## src/rtl/lcd_capture.sv

```systemverilog
// rtl/lcd_capture.sv - LCD pixel stream capture into a packed 2bpp framebuffer
module lcd_capture #(
   parameter int H_PIXELS = 160,
   parameter int V_LINES  = 144
) (
   input  logic        clk,
   input  logic        rst,
   input  logic        lcd_pixel,
   input  logic [1:0]  lcd_color,
   input  logic        lcd_hsync,
   input  logic        lcd_vsync,
   output logic [12:0] fb_addr,
   output logic [7:0]  fb_data,
   output logic        fb_we,
   input  logic        fb_ready,
   output logic        frame_done,
   output logic        line_err,
   output logic        overflow,
   input  logic        err_clear
);

   localparam int XW = $clog2(H_PIXELS + 1);
   localparam int YW = $clog2(V_LINES + 3);
   localparam logic [12:0] LINE_BYTES = 13'(H_PIXELS / 4);

   typedef enum logic [1:0] {WAIT, ACTIVE, HBLANK, VBLANK} state_t;
   state_t state, state_nx;

   logic          hsync_q, vsync_q;
   logic          hs_rise, hs_fall, vs_rise, vs_fall;
   logic [XW-1:0] x, x_after;
   logic [YW-1:0] y;
   logic [12:0]   line_base;
   logic [5:0]    pack;
   logic          pix_take, pix_err, push, line_close, hs_err, frame_end, fr_err, start;
   logic [12:0]   push_addr;
   logic [7:0]    push_data;

   // two-entry write queue holding {addr, data}
   logic [20:0]   fifo_mem [2];
   logic          wr_ptr, rd_ptr;
   logic [1:0]    count;
   logic          pop, fifo_full, push_ok, drop;

   assign hs_rise = lcd_hsync & ~hsync_q;
   assign hs_fall = ~lcd_hsync & hsync_q;
   assign vs_rise = lcd_vsync & ~vsync_q;
   assign vs_fall = ~lcd_vsync & vsync_q;

   assign pix_take   = (state == ACTIVE) & lcd_pixel & (y < YW'(V_LINES)) & (x != XW'(H_PIXELS));
   assign pix_err    = (state == ACTIVE) & lcd_pixel & ~pix_take;
   assign push       = pix_take & (x[1:0] == 2'b11);
   assign push_addr  = line_base + 13'(x[XW-1:2]);
   assign push_data  = {pack, lcd_color};
   assign x_after    = x + XW'(pix_take);
   // vsync takes precedence: a simultaneous hsync edge does not close a line
   assign line_close = (state == ACTIVE) & hs_rise & ~vs_rise;
   assign hs_err     = line_close & (x_after != XW'(H_PIXELS));
   assign frame_end  = ((state == ACTIVE) | (state == HBLANK)) & vs_rise;
   assign fr_err     = frame_end & (y != YW'(V_LINES));
   assign start      = ((state == WAIT) | (state == VBLANK)) & vs_fall;

   assign fb_we     = (count != 2'd0);
   assign pop       = fb_we & fb_ready;
   assign fifo_full = (count == 2'd2);
   assign push_ok   = push & (~fifo_full | pop);
   assign drop      = push & fifo_full & ~pop;
   assign {fb_addr, fb_data} = fb_we ? fifo_mem[rd_ptr] : 21'd0;

   // state register
   always_ff @(posedge clk or posedge rst) begin
      if (rst) state <= WAIT;
      else     state <= state_nx;
   end

   // next-state decode from sync edges
   always_comb begin
      state_nx = state;
      case (state)
         WAIT:    if (vs_fall) state_nx = ACTIVE;
         ACTIVE:  if (vs_rise) state_nx = VBLANK;
                  else if (hs_rise) state_nx = HBLANK;
         HBLANK:  if (vs_rise) state_nx = VBLANK;
                  else if (hs_fall) state_nx = ACTIVE;
         VBLANK:  if (vs_fall) state_nx = ACTIVE;
         default: state_nx = WAIT;
      endcase
   end

   // pixel counters, packing, sync history and sticky status
   always_ff @(posedge clk or posedge rst) begin
      if (rst) begin
         hsync_q    <= 1'b0;
         vsync_q    <= 1'b0;
         x          <= '0;
         y          <= '0;
         line_base  <= '0;
         pack       <= '0;
         frame_done <= 1'b0;
         line_err   <= 1'b0;
         overflow   <= 1'b0;
      end else begin
         hsync_q    <= lcd_hsync;
         vsync_q    <= lcd_vsync;
         frame_done <= frame_end;
         if (start) begin
            x         <= '0;
            y         <= '0;
            line_base <= '0;
            pack      <= '0;
         end else if (line_close) begin
            x         <= '0;
            if (y <= YW'(V_LINES)) y <= y + YW'(1);
            line_base <= line_base + LINE_BYTES;
            pack      <= '0;
         end else if (pix_take) begin
            x    <= x + XW'(1);
            pack <= push_data[5:0];
         end
         if (err_clear)                          line_err <= 1'b0;
         else if (pix_err | hs_err | fr_err)     line_err <= 1'b1;
         if (err_clear)                          overflow <= 1'b0;
         else if (drop)                          overflow <= 1'b1;
      end
   end

   // write queue; a push into a full queue succeeds only alongside a pop
   always_ff @(posedge clk or posedge rst) begin
      if (rst) begin
         fifo_mem[0] <= '0;
         fifo_mem[1] <= '0;
         wr_ptr      <= 1'b0;
         rd_ptr      <= 1'b0;
         count       <= 2'd0;
      end else begin
         if (push_ok) begin
            fifo_mem[wr_ptr] <= {push_addr, push_data};
            wr_ptr           <= ~wr_ptr;
         end
         if (pop) rd_ptr <= ~rd_ptr;
         count <= count + 2'(push_ok) - 2'(pop);
      end
   end

endmodule

```

## config.mk

```make
export PLATFORM = sky130hd
export DESIGN_NAME = lcd_capture
export DESIGN_NICKNAME = d
export VERILOG_FILES = /design/src/rtl/lcd_capture.sv
export SDC_FILE = /design/constraint.sdc
export NUM_CORES = 1
export LEC_CHECK = 0
export CORE_UTILIZATION = 30
export CTS_BUF_LIST = sky130_fd_sc_hd__clkbuf_4 sky130_fd_sc_hd__clkbuf_8
export CTS_CLUSTER_SIZE = 16
export DETAILED_ROUTE_END_ITERATION = 10
export DONT_BUFFER_PORTS = 1
export SYNTH_ARGS = -nofsm -noshare
export SYNTH_HDL_FRONTEND = slang
export SYNTH_SLANG_ARGS = --single-unit
```

## constraint.sdc

```tcl
create_clock -name clk -period 3.6 [get_ports clk]
set_clock_uncertainty 0.05 [all_clocks]
set_input_delay 0.72 -clock clk [delete_from_list [all_inputs] [get_ports clk]]
set_output_delay 0.72 -clock clk [all_outputs]
set_load 0.1 [all_outputs]
```

==> impl_metrics.sql <==
INSERT INTO impl_metrics (metric_group, metric, value, unit) VALUES
('layout', 'final_net_count', '445', ''),
('critical_path', 'crit_path_frequent_cell', 'buf_4', ''),
('global_route', 'grtUsageTotal', '0.131', ''),
('sta', 'worst-slew-pin-transition', '957', 'ps'),
('route', 'antenna_left', '0', ''),
('floorplan', 'fp-row-count', '44', ''),
('flow_run', 'max_cap_violations', '0', ''),
('critical_path', 'critPathArrivalTime', '2090', 'ps'),
('outcome', 'violated_checks', 'design-rule violations', ''),
('global_route', 'grt_start_max_net_pins', '72', ''),
('floorplan', 'num_io_pins', '34', ''),
('floorplan', 'die_height', '125', 'µm'),
('critical_path', 'critical_path_buf_inv_count', '2', ''),
('synthesis', 'fraction_of_synthesized_cell_area_taken_by_the_top_area_cell_type', '0.466', ''),
('layout', 'final_cell_count_without_fillers', '611', ''),
('synthesis', 'synth_area_leaders', 'dfrtp_1 (47%), mux2_4 (6.6%), mux2i_1 (6.6%), mux2_2 (5.4%), ha_1 (3.8%)', ''),
('power', 'p_per_area', '657', 'nW/µm²'),
('critical_path', 'timing.rr.end', 'line_err$_DFFE_PP0P_', ''),
('sta', 'totalNegativeSetupSlack', '0', 'ps'),
('layout', 'drive_gt1_frac', '0.276', ''),
('synthesis', 'synth_seq_area_share', '0.466', ''),
('global_route', 'grt_pass1_vias', '3257', ''),
('critical_path', 'critical_path_depth', '4', ''),
('critical_path', 'r2r.worst_path.cells', '10', ''),
('synthesis', 'yosysUniqueCellTypes', '57', ''),
('global_route', 'antenna_found_initial', '0', ''),
('sta', 'fin_ws', '738', 'ps'),
('placement', 'placed_cells_incl_taps', '595', ''),
('clock_network', 'tritoncts.num_buffers', '9', ''),
('synthesis', 'syn-mean-instance-area', '11.3', 'µm²'),
('synthesis', 'syn-instance-count', '404', ''),
('synthesis', 'syn_nets', '427', ''),
('power', 'power.leakage', '2.48', 'nW'),
('critical_path', 'crit_path_max_fanout', '12', ''),
('synthesis', 'ys_ff_latch', '85', ''),
('sta', 'drv_slew', '0', ''),
('critical_path', 'required', '2830', 'ps'),
('route', 'detail_route.wirelength', '9350', 'µm'),
('global_route', 'first_pass_grt_wire_length', '16500', 'µm'),
('sta', 'finalCritPeriodShare', '0.795', ''),
('min_path', 'hold_class', 'input pin to async pin', ''),
('route', 'routed_len_inst', '15.3', 'µm'),
('route', 'firstDrtPassIters', '9', ''),
('sta', 'fin_hold_ws', '113', 'ps'),
('sta', 'clock.fmax', '349', 'MHz'),
('floorplan', 'die_x', '125', 'µm'),
('placement', 'port-buffer-count', '0', ''),
('critical_path', 'timing.critical_path.to_type', 'output pin', ''),
('clock_network', 'clock-sinks', '85', ''),
('critical_path', 'rrSetupSlack', '840', 'ps'),
('sta', 'finalCriticalPeriod', '2860', 'ps'),
('clock_network', 'tritoncts_clock_tree', 'built', ''),
('floorplan', 'core_area', '14700', 'µm²'),
('clock_network', 'cts_hold_buf', '0', ''),
('placement', 'hpwlAfterDp', '6640', 'µm'),
('power', 'irDropWorstVdd', '0.000198', 'V'),
('critical_path', 'worst_path_max_delay_cell', 'dfrtp_1', ''),
('outcome', 'outcome', 'complete, but fails checks', ''),
('layout', 'syn2layout_area_growth', '12.8', '%'),
('clock_network', 'ctsResizeCount', '0', ''),
('clock_network', 'cts-root-to-sink-buffers', '2', ''),
('synthesis', 'synth_ff_type', 'dfrtp_1', ''),
('floorplan', 'initial_utilization', '0.311', ''),
('clock_network', 'cts-root-buf', 'clkbuf_8', ''),
('sta', 'unrepaired_setup_endpoints_after_global_routing', 'false', ''),
('placement', 'preCtsSetupSlack', '864', 'ps'),
('route', 'dr_drc_count', '2', ''),
('critical_path', 'path_class', 'register to output pin', ''),
('critical_path', 'worstReg2RegStart', 'x[1]$_DFFE_PP0P_', ''),
('critical_path', 'worst_setup_path_start_kind', 'register', ''),
('route', 'detail_route.iter0.violations', '138', '');
[state kept, by name (all words and copies together) (netlist names)]
name / flops
pack: 6
state: 2
y: 8
line_base: 10
line_err: 1
count: 2
frame_done: 1
hsync_q: 1
wr_ptr: 1
x: 8
overflow: 1
fifo_mem: 42
rd_ptr: 1
vsync_q: 1
[worst max path at each step]
stage	slack (ps)	endpoint	from
after floorplan	480	fb_addr[0]	rd_ptr$_DFFE_PP0P_
after global placement	970	line_err$_DFFE_PP0P_	x[1]$_DFFE_PP0P_
after detailed placement	860	line_err$_DFFE_PP0P_	x[1]$_DFFE_PP0P_
after global routing	630	line_err$_DFFE_PP0P_	x[1]$_DFFE_PP0P_
final	740	fb_addr[0]	rd_ptr$_DFFE_PP0P_
after CTS	720	fb_addr[0]	rd_ptr$_DFFE_PP0P_
[logic make-up after synthesis]
logic type | share of synthesized area
simple gates | 0.141
flops | 0.466
mux | 0.186
compound gates | 0.0975
buf+inv | 0.0389
xor+xnor | 0.0326
fa+ha+maj | 0.0383
[per-layer routing]
metal  vias to the layer above  track usage  part of all wire  routed length, µm
li1                       1504            -                 -                  -
met1                      1555        0.170              0.46               4340
met2                        56        0.207              0.47               4350
met3                         9       0.0381             0.058                538
met4                         0       0.0495             0.014                127
met5                         -            0                 0                  0
[through the flow]
step / power, W / cell area (µm²) / util
6_report: 0.00339 / 5150 / 0.351
2_1_floorplan: 0.00240 / 4570 / -
3_3_place_gp: 0.00267 / 4950 / 0.337
4_1_cts: 0.00343 / 5150 / 0.351
5_1_grt: 0.00361 / 5150 / 0.351
3_5_place_dp: 0.00272 / 4950 / 0.337
[power breakdown]
| group | total [W] | internal (W) | switching [W] |
|---|---|---|---|
| sequential | 0.00139 | 0.00114 | 0.000252 |
| clock | 0.000698 | 0.000349 | 0.000350 |
| combinational | 0.00129 | 0.000465 | 0.000829 |
| total | 0.00339 | 0.00196 | 0.00143 |
[placed cells by master, fill, tap and decap left out, types with 3 or more instances in the layout]
cell type | synthesis | routed
mux2_2 | 22 | 22
clkbuf_8 | 0 | 10
nand2b_1 | 5 | 5
xor2_1 | 9 | 9
nor3b_1 | 3 | 3
nor2b_1 | 4 | 4
nand2_1 | 11 | 11
inv_1 | 12 | 11
o31ai_1 | 7 | 7
nand4_1 | 10 | 10
o21ai_0 | 11 | 11
a21oi_1 | 17 | 17
dfrtp_1 | 85 | 85
nand3_1 | 9 | 9
mux2i_1 | 30 | 30
ha_1 | 14 | 14
a31o_2 | 3 | 3
and2_1 | 3 | 3
o21a_1 | 5 | 5
nor4b_1 | 3 | 3
nor2_2 | 0 | 22
or3_1 | 4 | 4
or4_1 | 7 | 7
nor2_1 | 43 | 21
buf_4 | 2 | 27
xnor2_1 | 8 | 8
mux2_4 | 20 | 20
nor3_1 | 6 | 6
[synthesized netlist by cell type, types with 5 or more instances]
cell type,instances
dfrtp_1,85
nor2_1,43
mux2i_1,30
mux2_2,22
mux2_4,20
a21oi_1,17
ha_1,14
clkbuf_1,13
inv_1,12
nand2_1,11
o21ai_0,11
nand4_1,10
nand3_1,9
xor2_1,9
xnor2_1,8
o31ai_1,7
or4_1,7
nor3_1,6
nand2b_1,5
o21a_1,5
[area by class of cell]
cell class              count  area, µm²
well taps                 184        230
inverters                  13       50.0
clock inverters             5       60.1
multi-input cells         285       2320
fillers                  1441       9550
clock buffers              11        145
flip-flops and latches     85       2130
repair buffers             28        223
Power figures use the tool's default switching activity.
